File: src/rtl/simon_key_schedule.sv
// SIMON key schedule: loads an M-word master key and streams T round keys
// over a valid/ready handshake, expanding one new key word per transfer.
module simon_key_schedule #(
  parameter int unsigned N  = 16,
  parameter int unsigned M  = 4,
  parameter int unsigned T  = 32,
  parameter int unsigned Cb = 5
) (
  input  logic           clk,
  input  logic           rst,
  input  logic           key_valid,
  output logic           key_ready,
  input  logic [M*N-1:0] key_in,
  output logic           rk_valid,
  input  logic           rk_ready,
  output logic [N-1:0]   rk_out,
  output logic [Cb-1:0]  rk_index,
  output logic           rk_last
);

  localparam int unsigned ZW = 6;
  localparam logic [61:0] Z =
    62'b01100111000011010100100010111110110011100001101010010001011111;

  typedef enum logic {IDLE, RUN} state_t;

  state_t         state, state_d;
  logic [N-1:0]   w [M];
  logic [Cb-1:0]  idx, idx_d;
  logic [ZW-1:0]  zi;
  logic           load, shift;
  logic [N-1:0]   rot3, mix, tmp, f_word;

  // State register
  always_ff @(posedge clk) begin
    if (rst) state <= IDLE;
    else     state <= state_d;
  end

  // Next-state and handshake decode
  always_comb begin
    state_d = state;
    load    = 1'b0;
    shift   = 1'b0;
    case (state)
      IDLE: begin
        if (key_valid) begin
          load    = 1'b1;
          state_d = RUN;
        end
      end
      RUN: begin
        if (rk_ready) begin
          shift = 1'b1;
          if (idx == Cb'(T - 1)) state_d = IDLE;
        end
      end
    endcase
  end

  always_comb begin
    idx_d = idx;
    if (load)       idx_d = '0;
    else if (shift) idx_d = idx + Cb'(1);
  end

  // Key-expansion function over the current window
  always_comb begin
    rot3   = {w[M-1][2:0], w[M-1][N-1:3]};
    mix    = (M == 4) ? (rot3 ^ w[1]) : rot3;
    tmp    = mix ^ {mix[0], mix[N-1:1]};
    f_word = ~w[0] ^ tmp ^ N'(Z[zi]) ^ N'(3);
  end

  // Window, counters and registered handshake outputs
  always_ff @(posedge clk) begin
    if (rst) begin
      for (int j = 0; j < int'(M); j++) w[j] <= '0;
      idx       <= '0;
      zi        <= '0;
      key_ready <= 1'b1;
      rk_valid  <= 1'b0;
      rk_last   <= 1'b0;
    end else begin
      if (load) begin
        for (int j = 0; j < int'(M); j++) w[j] <= key_in[j*N +: N];
        zi <= '0;
      end else if (shift) begin
        for (int j = 0; j < int'(M) - 1; j++) w[j] <= w[j+1];
        w[M-1] <= f_word;
        zi     <= (zi == ZW'(61)) ? '0 : zi + ZW'(1);
      end
      idx       <= idx_d;
      key_ready <= (state_d == IDLE);
      rk_valid  <= (state_d == RUN);
      rk_last   <= (state_d == RUN) && (idx_d == Cb'(T - 1));
    end
  end

  assign rk_out   = w[0];
  assign rk_index = idx;

endmodule

File: config.mk
export PLATFORM = sky130hd
export DESIGN_NAME = simon_key_schedule
export DESIGN_NICKNAME = d
export VERILOG_FILES = /design/src/rtl/simon_key_schedule.sv
export SDC_FILE = /design/constraint.sdc
export NUM_CORES = 1
export LEC_CHECK = 0
export CAP_MARGIN = 0
export CORE_ASPECT_RATIO = 1.75
export CORE_MARGIN = 10
export CORE_UTILIZATION = 30
export CTS_BUF_LIST = sky130_fd_sc_hd__clkbuf_4 sky130_fd_sc_hd__clkbuf_8
export CTS_CLUSTER_DIAMETER = 80
export DETAILED_ROUTE_END_ITERATION = 12
export PLACE_DENSITY = 0.53
export SETUP_SLACK_MARGIN = 0.05
export SYNTH_ARGS = -nofsm -noshare
export SYNTH_HDL_FRONTEND = slang
export SYNTH_SLANG_ARGS = --single-unit
export TNS_END_PERCENT = 1
File: constraint.sdc
create_clock -name clk -period 3.7 [get_ports clk]
set_input_delay 0.37 -clock clk [delete_from_list [all_inputs] [get_ports clk]]
set_output_delay 0.37 -clock clk [all_outputs]
set_load 0.02 [all_outputs]
==> flow_metrics.py, run 1 <==
metrics = {
    "outcome": {
        "outcome": "finished, final reports clean",
    },
    "place": {
        "place.port_buffers": 91,
        "placed_cells": 574,
        "hpwl_um": 9070,
        "place.gp.congestion": 0.853,
    },
    "grt": {
        "antenna_found_initial": 0,
        "grt_max_degree": 35,
        "grt_first_pass_wirelength_um": 18200,
        "overflow": 0,
        "gr-usage-all-layers": 0.128,
        "first_global_vias": 3146,
    },
    "sta": {
        "min_period_ns": 2.80,
        "drv_slew": 0,
        "fin_tns_setup_ns": 0,
        "finalClockSkew_ns": 0.0192,
        "grt_setup_unrepaired": "no",
        "maxSlewHeadroom": 0.445,
        "max_clock_freq_ghz": 0.357,
        "timing.final.setup_violations": 0,
        "slew_of_the_pin_with_the_lowest_slew_margin_ns": 0.830,
        "final_hold_viol_count": 0,
        "min_period_over_period": 0.756,
    },
    "synth": {
        "synth.yosys.warnings": 0,
        "yosys.area_share.simple": 0.0840,
        "postSynthAreaPerCell_um2": 12.5,
        "synth_mux_area_frac": 0.00777,
        "synth-async-reset-ratio": 0,
        "synth_top_family_by_area": "compound AO/OA/AOI/OAI gates",
        "post_syn_area_um2": 4020,
        "postSynthNetCount": 394,
        "synth_adder_area_share": 0.0155,
        "synth-seq-area-share": 0.552,
        "synth_cell_type_count": 47,
        "synth_compound_area_frac": 0.183,
        "synth_seq_cells": 79,
        "synthXorXnorAreaFrac": 0.124,
        "ys_dominant_reg_cell": "edfxtp_1",
        "synth_enable_flop_cells": 64,
        "synth_cells": 321,
    },
    "critical_path": {
        "critical_path.slowest_cell": "dfxtp_1",
        "critical_path.max_fanout": 11,
        "reg2regPathDepth": 8,
        "timing_worst_setup_path_type": "flop to flop",
        "critical_path_required_ns": 3.93,
        "path_common_cell": "ha_1",
        "critical_path.endpoint_type": "flop",
        "critPathLaunchType": "flop",
        "worst_ep_arrival_time_ns": 3.03,
        "cells_along_the_critical_path": "ha_1 > nand4_2 > or2_2 > nand2_1 > a21oi_1 > ha_1 > o311a_1 > or4_1",
        "critical_path.reg2reg.startpoint": "zi[0]$_SDFFE_PP0P_",
        "worst_setup_path_startpoint": "zi[0]$_SDFFE_PP0P_",
        "worst_path_largest_cell_delay_ns": 0.63,
    },
    "layout": {
        "final_cells": 590,
        "area.growth.synth_to_final_pct": 31.3,
        "post_route_cells_drive_above_1_share": 0.0745,
        "layout.core_utilization": 0.397,
        "final_nets": 484,
        "fillers": 1292,
        "num_antenna_cells": 0,
    },
    "hold_path": {
        "hold_path_depth": 1,
        "holdCritPathClass": "flop to flop",
        "worst_hold_startpoint": "w[2][4]$_DFFE_PP_",
    },
    "power": {
        "power.density_cell_area_nw_per_um2": 407,
        "peakVddDrop_mv": 0.153,
        "power.leakage_nw": 1.88,
    },
    "drt": {
        "ant_nets": 0,
        "initialDrtViolationCount": 109,
        "vias": 2956,
        "drt-wirelength-per-cell_um": 20.4,
        "routed-wl-met3_um": 440,
        "drt-met1-wl_um": 4650,
        "route.detailed.drc": 0,
        "met2_length_um": 6720,
        "highest-signal-layer": "met4",
        "drt_pre_antenna_iters": 4,
        "detail_route.wirelength_um": 12000,
        "via_per_inst": 5.01,
    },
    "cts": {
        "cts-root-to-sink-buffers": 2,
        "clkSlewWorstSetupHoldPaths_ns": 0.09,
        "post_cts_resize_count": 0,
        "cts.sinks": 79,
        "cts_tree": "built",
        "hold_buffers": 0,
        "source_to_sink_clock_delay_at_the_later_pin_of_the_worst_skew_pair_ns": 0.36,
        "post_cts_buffers": 0,
        "cts_max_level": 3,
        "number_of_buffers_created_by_cts": 9,
        "clockRootBuffer": "clkbuf_8",
    },
    "die": {
        "floorplan.die_area_um2": 18600,
        "design.core.area_um2": 13300,
        "rows": 56,
        "io_pins": 92,
        "die_width_um": 108,
        "chipHeight_um": 173,
        "initial_utilization": 0.302,
    },
    "job": {
        "maximum_capacitance_violations": 0,
    },
}
[area by class of cell]
type	count	area (um^2)	area share
Multi-Input combinational cell	216	1690	0.319
Sequential cell	79	2220	0.421
Timing Repair Buffer	97	956	0.181
Inverter	8	30.0	0.00568
Tap cell	174	218	0.0412
Clock buffer	9	124	0.0234
Clock inverter	7	47.5	0.00900
[per-layer routing]
metal | vias up | global-route usage
met1 | 1460 | 0.137
met3 | 12 | 0.0231
met4 | 0 | 0.0487
met5 | - | 0
li1 | 1402 | -
met2 | 82 | 0.236
[metrics by stage]
stage	worst slack (ns)	hold WS, ns	total power [mW]	cell area [um^2]
finish	0.902	0.548	2.15	5280
global placement	0.816	0.523	1.59	5110
floorplan	1.39	0.512	1.40	4020
global route	0.726	0.561	2.25	5280
detailed placement	0.747	0.529	1.59	5110
CTS	0.920	0.554	2.18	5280
[cell usage in the layout (no fill, tap or decap), types with 2 or more instances in the layout]
master / count
nand3_1: 7
nand3b_1: 2
xor2_1: 18
xnor2_1: 36
mux2i_1: 2
clkdlybuf4s50_1: 91
a21oi_1: 9
edfxtp_1: 64
clkbuf_8: 9
o311a_1: 2
o21ai_0: 5
dfxtp_1: 15
and3_1: 2
nand4_1: 3
nor2_1: 11
and2_4: 2
or3_1: 2
ha_1: 5
a22o_1: 63
clkinv_2: 2
nor2_4: 2
a22oi_1: 2
clkinv_4: 2
and2_1: 3
nand2_1: 17
and3b_1: 2
buf_4: 6
inv_1: 8
[registers in the layout, summed over array words and instances (netlist names), named ones only]
| register | count |
|---|---|
| key_ready | 1 |
| rk_valid | 1 |
| zi | 6 |
| w | 64 |
| rk_index | 5 |
| rk_last | 1 |
[path summary, 6_finish.rpt]
kind                                              end  slack, ns
worst max-delay path                             flop       0.90
worst min-delay path            w[1][4]$_SDFFCE_PP0P_       0.55
worst max register to register                   flop       0.90
worst min register to register  w[1][4]$_SDFFCE_PP0P_       0.55
[power by group]
part	internal (mW)	switching (mW)
clock network	0.244	0.338
logic	0.240	0.221
registers	1.05	0.0572
[synth_stat cells, types with 3 or more instances]
master	number	area share
edfxtp_1	64	0.48
xor2_1	18	0.039
nand3_1	7	0.0087
nand2_1	17	0.016
nor2_1	13	0.012
and2_1	3	0.0047
a22o_1	63	0.14
nand4_1	3	0.0047
a21oi_1	9	0.011
dfxtp_1	15	0.075
xnor2_1	36	0.078
o21ai_0	5	0.0062
inv_1	8	0.0075
clkbuf_1	13	0.012
ha_1	5	0.016
[cell families (layout without fill, tap and decap cells)]
| family | after synthesis | in the layout |
|---|---|---|
| multiplexers | 3 | 3 |
| flip-flops | 79 | 79 |
| AND/OR/NAND/NOR | 63 | 63 |
| buffers and inverters | 26 | 121 |
| AO/OA/AOI/OAI | 90 | 90 |
| adder cells (fa/ha/maj) | 5 | 5 |
| XOR/XNOR | 55 | 55 |
[worst max-delay path: cells and delay by family (launching register included)]
family,cells,cell delay [ns]
DFF,1,0.63
AOI/OAI and AO/OA,2,0.41
adders and majority gates,2,0.49
and+or+nand+nor,4,1.13
No activity file was read; power rests on OpenSTA's default activity.
==> run 2, diff against run 1 <==
==> constraint.sdc (replaced) <==
create_clock -name clk -period 2.7 [get_ports clk]
set_input_delay 0.27 -clock clk [delete_from_list [all_inputs] [get_ports clk]]
set_output_delay 0.27 -clock clk [all_outputs]
set_load 0.02 [all_outputs]
==> flow_metrics.py, run 2 (synthesis gave the netlist of run 1 again) <==
metrics = {
    "outcome": {
        "outcome": "finished, final reports clean",
    },
    "die": {
        "io_pins": 92,
        "design.core.area_um2": 13300,
        "initial_utilization": 0.302,
        "rows": 56,
        "chipHeight_um": 173,
        "die_width_um": 108,
        "floorplan.die_area_um2": 18600,
    },
    "sta": {
        "fin_tns_setup_ns": 0,
        "slew_of_the_pin_with_the_lowest_slew_margin_ns": 0.882,
        "maxSlewHeadroom": 0.411,
        "final_hold_viol_count": 0,
        "timing.final.setup_violations": 0,
        "drv_slew": 0,
        "min_period_ns": 2.45,
        "final_critical_path_setup_slack_ns": 0.250,
        "max_clock_freq_ghz": 0.408,
        "grt_setup_unrepaired": "no",
        "post_route_worst_hold_slack_ns": 0.529,
        "min_period_over_period": 0.907,
        "finalClockSkew_ns": 0.0119,
    },
    "hold_path": {
        "holdCritPathClass": "flop to flop",
        "timing.hold.worst_endpoint": "rk_index[1]$_SDFF_PP0_",
        "worst_hold_startpoint": "rk_index[1]$_SDFF_PP0_",
        "hold_path_depth": 2,
    },
    "critical_path": {
        "critical_path.endpoint_type": "flop",
        "reg2regPathDepth": 9,
        "worst_ep_arrival_time_ns": 2.67,
        "critical_path_required_ns": 2.92,
        "critical_path.reg2reg.startpoint": "zi[1]$_SDFFE_PP0P_",
        "critical_path.max_fanout": 3,
        "timing_worst_setup_path_type": "flop to flop",
        "timing.reg2reg.setup_slack_ns": 0.25,
        "critPathLaunchType": "flop",
    },
    "cts": {
        "post_cts_buffers": 0,
        "cts.sinks": 79,
        "source_to_sink_clock_delay_at_the_later_pin_of_the_worst_skew_pair_ns": 0.35,
        "clkSlewWorstSetupHoldPaths_ns": 0.09,
        "hold_buffers": 0,
        "number_of_buffers_created_by_cts": 9,
        "cts_tree": "built",
        "cts_max_level": 3,
        "cts-root-to-sink-buffers": 2,
        "post_cts_resize_count": 0,
        "clockRootBuffer": "clkbuf_8",
    },
    "place": {
        "placed_area_um2": 5220,
        "pre_cts_slack_ns": 0.0487,
        "place.gp.congestion": 0.838,
        "hpwl_um": 9000,
        "place.port_buffers": 91,
        "placed_cells": 584,
    },
    "drt": {
        "route.detailed.drc": 0,
        "vias": 2918,
        "initialDrtViolationCount": 115,
        "drt_pre_antenna_iters": 4,
        "drt-wirelength-per-cell_um": 19.6,
        "ant_nets": 0,
        "via_per_inst": 4.86,
        "detail_route.wirelength_um": 11800,
    },
    "layout": {
        "multi_input_area_um2": 1690,
        "num_antenna_cells": 0,
        "post_route_cells_drive_above_1_share": 0.0986,
        "fillers": 1307,
        "most_common_library_cell_in_the_layout_ignoring_fill_and_taps": "clkdlybuf4s50_1",
        "layout.cell_area.non_filler_um2": 5420,
        "layout.core_utilization": 0.407,
        "regMostFlops": "w",
        "final_nets": 494,
        "final_cells": 600,
        "area.growth.synth_to_final_pct": 34.7,
        "largest_register_ffs": 64,
        "layout_common_cells": "clkdlybuf4s50_1, edfxtp_1, a22o_1",
        "seq_area_um2": 2220,
    },
    "power": {
        "power_mw": 3.06,
        "power.leakage_nw": 1.95,
        "peakVddDrop_mv": 0.294,
        "power.density_cell_area_nw_per_um2": 564,
    },
    "grt": {
        "grt_first_pass_wirelength_um": 18200,
        "overflow": 0,
        "grt_max_degree": 38,
        "first_global_vias": 3178,
        "antenna_found_initial": 0,
        "gr-usage-all-layers": 0.128,
    },
    "job": {
        "maximum_capacitance_violations": 0,
    },
}
## run 2: worst max-delay path, cell delays in order, from the launching register on
cell     delay (ns)
dfxtp_1        0.32
inv_1          0.09
ha_1           0.20
nand4_2        0.15
or2_2          0.31
nand2_1        0.09
a21oi_1        0.08
ha_1           0.22
o311a_1        0.34
or4_1          0.52
## run 2: worst max path at each step
stage | from | end | depth (start not counted)
3_3_place_gp | rk_ready | flop | 10
3_5_place_dp | rk_ready | flop | 10
2_1_floorplan | zi[1]$_SDFFE_PP0P_ | flop | 9
4_1_cts | zi[1]$_SDFFE_PP0P_ | flop | 9
6_report | zi[1]$_SDFFE_PP0P_ | flop | 9
5_1_grt | zi[1]$_SDFFE_PP0P_ | flop | 12
## run 2: area by class of cell
cell class                 instances  share of cell area
clock buffer                      11              0.0256
clock inverter                     5              0.0108
inverter                           8             0.00554
multi-input combinational        216               0.311
sequential                        79               0.410
tap                              174              0.0402
timing repair buffer             107               0.197
## run 2: per-layer routing
layer,global-route usage,routed length (um),up-vias
li1,-,-,1420
met1,0.140,4540,1403
met2,0.229,6480,79
met3,0.0283,523,16
met4,0.0470,238,0
met5,0,0,-
## run 2: where the power goes
part | switching [mW] | internal (mW)
Combinational | 0.310 | 0.344
Clock | 0.447 | 0.448
Sequential | 0.0737 | 1.44
==> run 3, diff against run 2 <==
--- a/config.mk
+++ b/config.mk
@@ -7,12 +7,12 @@
 export LEC_CHECK = 0
 export CAP_MARGIN = 0
 export CORE_ASPECT_RATIO = 1.75
-export CORE_MARGIN = 10
-export CORE_UTILIZATION = 30
+export CORE_MARGIN = 8
+export CORE_UTILIZATION = 45
 export CTS_BUF_LIST = sky130_fd_sc_hd__clkbuf_4 sky130_fd_sc_hd__clkbuf_8
 export CTS_CLUSTER_DIAMETER = 80
 export DETAILED_ROUTE_END_ITERATION = 12
-export PLACE_DENSITY = 0.53
+export PLACE_DENSITY = 0.74
 export SETUP_SLACK_MARGIN = 0.05
 export SYNTH_ARGS = -nofsm -noshare
 export SYNTH_HDL_FRONTEND = slang
==> flow_metrics.py, run 3 (synthesis gave the netlist of run 1 again) <==
metrics = {
    "sta": {
        "grt_setup_unrepaired": "no",
        "min_period_ns": 2.52,
        "slew_of_the_pin_with_the_lowest_slew_margin_ns": 0.381,
        "timing.final.setup_violations": 0,
        "min_period_over_period": 0.935,
        "final_hold_viol_count": 0,
        "maxSlewHeadroom": 0.746,
        "drv_slew": 0,
        "finalClockSkew_ns": 0.00634,
        "fin_tns_setup_ns": 0,
        "max_clock_freq_ghz": 0.396,
    },
    "drt": {
        "drt-met1-wl_um": 4140,
        "route.detailed.drc": 0,
        "highest-signal-layer": "met4",
        "routed-wl-met3_um": 563,
        "ant_nets": 0,
        "via_per_inst": 5.45,
        "drt-wirelength-per-cell_um": 19.7,
        "initialDrtViolationCount": 180,
        "detail_route.wirelength_um": 10700,
        "vias": 2951,
        "drt_pre_antenna_iters": 4,
        "met2_length_um": 5700,
    },
    "die": {
        "floorplan.die_area_um2": 12300,
        "design.core.area_um2": 8670,
        "chipHeight_um": 141,
        "io_pins": 92,
        "die_width_um": 87.5,
        "initial_utilization": 0.464,
        "rows": 45,
    },
    "power": {
        "power_switching_uw": 791,
        "power.density_cell_area_nw_per_um2": 573,
        "netSwitchingFraction": 0.258,
        "clockPowerShare": 0.297,
        "peakVddDrop_mv": 0.234,
        "cell_internal_pwr_mw": 2.28,
        "share_seq_of_total_power": 0.492,
        "comb_power_share": 0.211,
        "power.leakage_nw": 1.95,
    },
    "grt": {
        "gr-usage-all-layers": 0.181,
        "grt_max_degree": 64,
        "antenna_found_initial": 0,
        "grt_first_pass_wirelength_um": 16800,
        "overflow": 0,
        "first_global_vias": 3164,
    },
    "layout": {
        "area.growth.synth_to_final_pct": 33.1,
        "layout.cell_area.non_filler_um2": 5360,
        "regMostFlops": "w",
        "final_nets": 492,
        "post_route_cells_drive_above_1_share": 0.0991,
        "most_common_library_cell_in_the_layout_ignoring_fill_and_taps": "clkdlybuf4s50_1",
        "num_antenna_cells": 0,
        "fillers": 741,
        "largest_register_ffs": 64,
        "layout_common_cells": "clkdlybuf4s50_1, edfxtp_1, a22o_1",
    },
    "critical_path": {
        "timing_worst_setup_path_type": "flop to flop",
        "critical_path.endpoint_type": "flop",
        "crit_family": "simple AND/OR/NAND/NOR gates",
        "worst_path_largest_cell_delay_ns": 0.51,
        "critical_path.slowest_cell": "or4_1",
        "worst_ep_arrival_time_ns": 2.74,
        "critical_path.max_fanout": 6,
        "cells_along_the_critical_path": "inv_1 > ha_2 > nand4_2 > or2_2 > nand2_1 > a21oi_1 > ha_1 > o311a_1 > or4_1",
        "critPathLaunchType": "flop",
        "critical_path_required_ns": 2.92,
        "path_buf_inv": 1,
    },
    "cts": {
        "cts_max_level": 3,
        "number_of_buffers_created_by_cts": 9,
        "cts.sinks": 79,
        "cts-root-to-sink-buffers": 2,
        "cts_tree": "built",
        "source_to_sink_clock_delay_at_the_later_pin_of_the_worst_skew_pair_ns": 0.35,
        "hold_buffers": 0,
        "clockRootBuffer": "clkbuf_8",
        "clkSlewWorstSetupHoldPaths_ns": 0.08,
        "post_cts_buffers": 0,
    },
    "place": {
        "placed_area_um2": 5140,
        "place.gp.congestion": 0.933,
        "hpwl_um": 7850,
        "place.port_buffers": 91,
    },
    "hold_path": {
        "holdCritPathClass": "flop to flop",
    },
    "outcome": {
        "outcome": "finished, final reports clean",
    },
    "job": {
        "maximum_capacitance_violations": 0,
    },
}
[run 3: timing repair]
item,4_1_cts,5_1_grt
resized for setup,0,2
setup endpoints to repair,0,1
endpoints found under the hold margin,0,0
[run 3: path summary, 6_finish.rpt]
kind | from | depth (start not counted) | slack, ns | to
worst max register to register | zi[1]$_SDFFE_PP0P_ | 9 | 0.18 | flop
worst min-delay path | w[2][3]$_DFFE_PP_ | 1 | 0.53 | w[1][3]$_SDFFCE_PP0P_
worst min register to register | w[2][3]$_DFFE_PP_ | 1 | 0.53 | w[1][3]$_SDFFCE_PP0P_
worst max-delay path | zi[1]$_SDFFE_PP0P_ | 9 | 0.18 | flop
[run 3: power by group through the flow]
stage / sequential, mW / clock (mW) / combinational [mW]
after detailed placement: 1.54 / 0 / 0.649
final: 1.51 / 0.911 / 0.648
after floorplan: 1.54 / 0 / 0.368
after global routing: 1.52 / 0.973 / 0.693
after global placement: 1.53 / 0 / 0.647
after CTS: 1.51 / 0.932 / 0.656
[run 3: final cells by class]
| class | instances | area (um^2) | share of cell area |
|---|---|---|---|
| inverter | 8 | 30.0 | 0.00561 |
| timing repair buffer | 105 | 1050 | 0.197 |
| multi-input combinational | 216 | 1690 | 0.316 |
| clock buffer | 13 | 166 | 0.0311 |
| clock inverter | 3 | 42.5 | 0.00794 |
| sequential | 79 | 2220 | 0.415 |
| tap | 117 | 146 | 0.0273 |
[run 3: worst reg2reg max path, stage by stage (launching register included)]
cell	delay [ns]
dfxtp_1	0.32
inv_1	0.10
ha_2	0.22
nand4_2	0.18
or2_2	0.34
nand2_1	0.10
a21oi_1	0.08
ha_1	0.21
o311a_1	0.34
or4_1	0.51
[run 3: routing by layer]
layer / vias to the layer above / GRT usage
met5: - / 0
met4: 0 / 0.0766
li1: 1421 / -
met1: 1425 / 0.201
met3: 15 / 0.0413
met2: 90 / 0.316
[run 3: metrics by stage]
stage | util | hold slack (ns) | cells | worst slack (ns) | total power [mW]
6_report | 0.618 | 0.530 | 541 | 0.176 | 3.07
5_1_grt | 0.618 | 0.548 | 541 | 0.0591 | 3.19
4_1_cts | 0.617 | 0.529 | 541 | 0.160 | 3.10
3_5_place_dp | 0.592 | 0.516 | 525 | 0.109 | 2.18
3_3_place_gp | 0.592 | 0.515 | 525 | 0.156 | 2.18
2_1_floorplan | - | 0.465 | 321 | 0.388 | 1.91
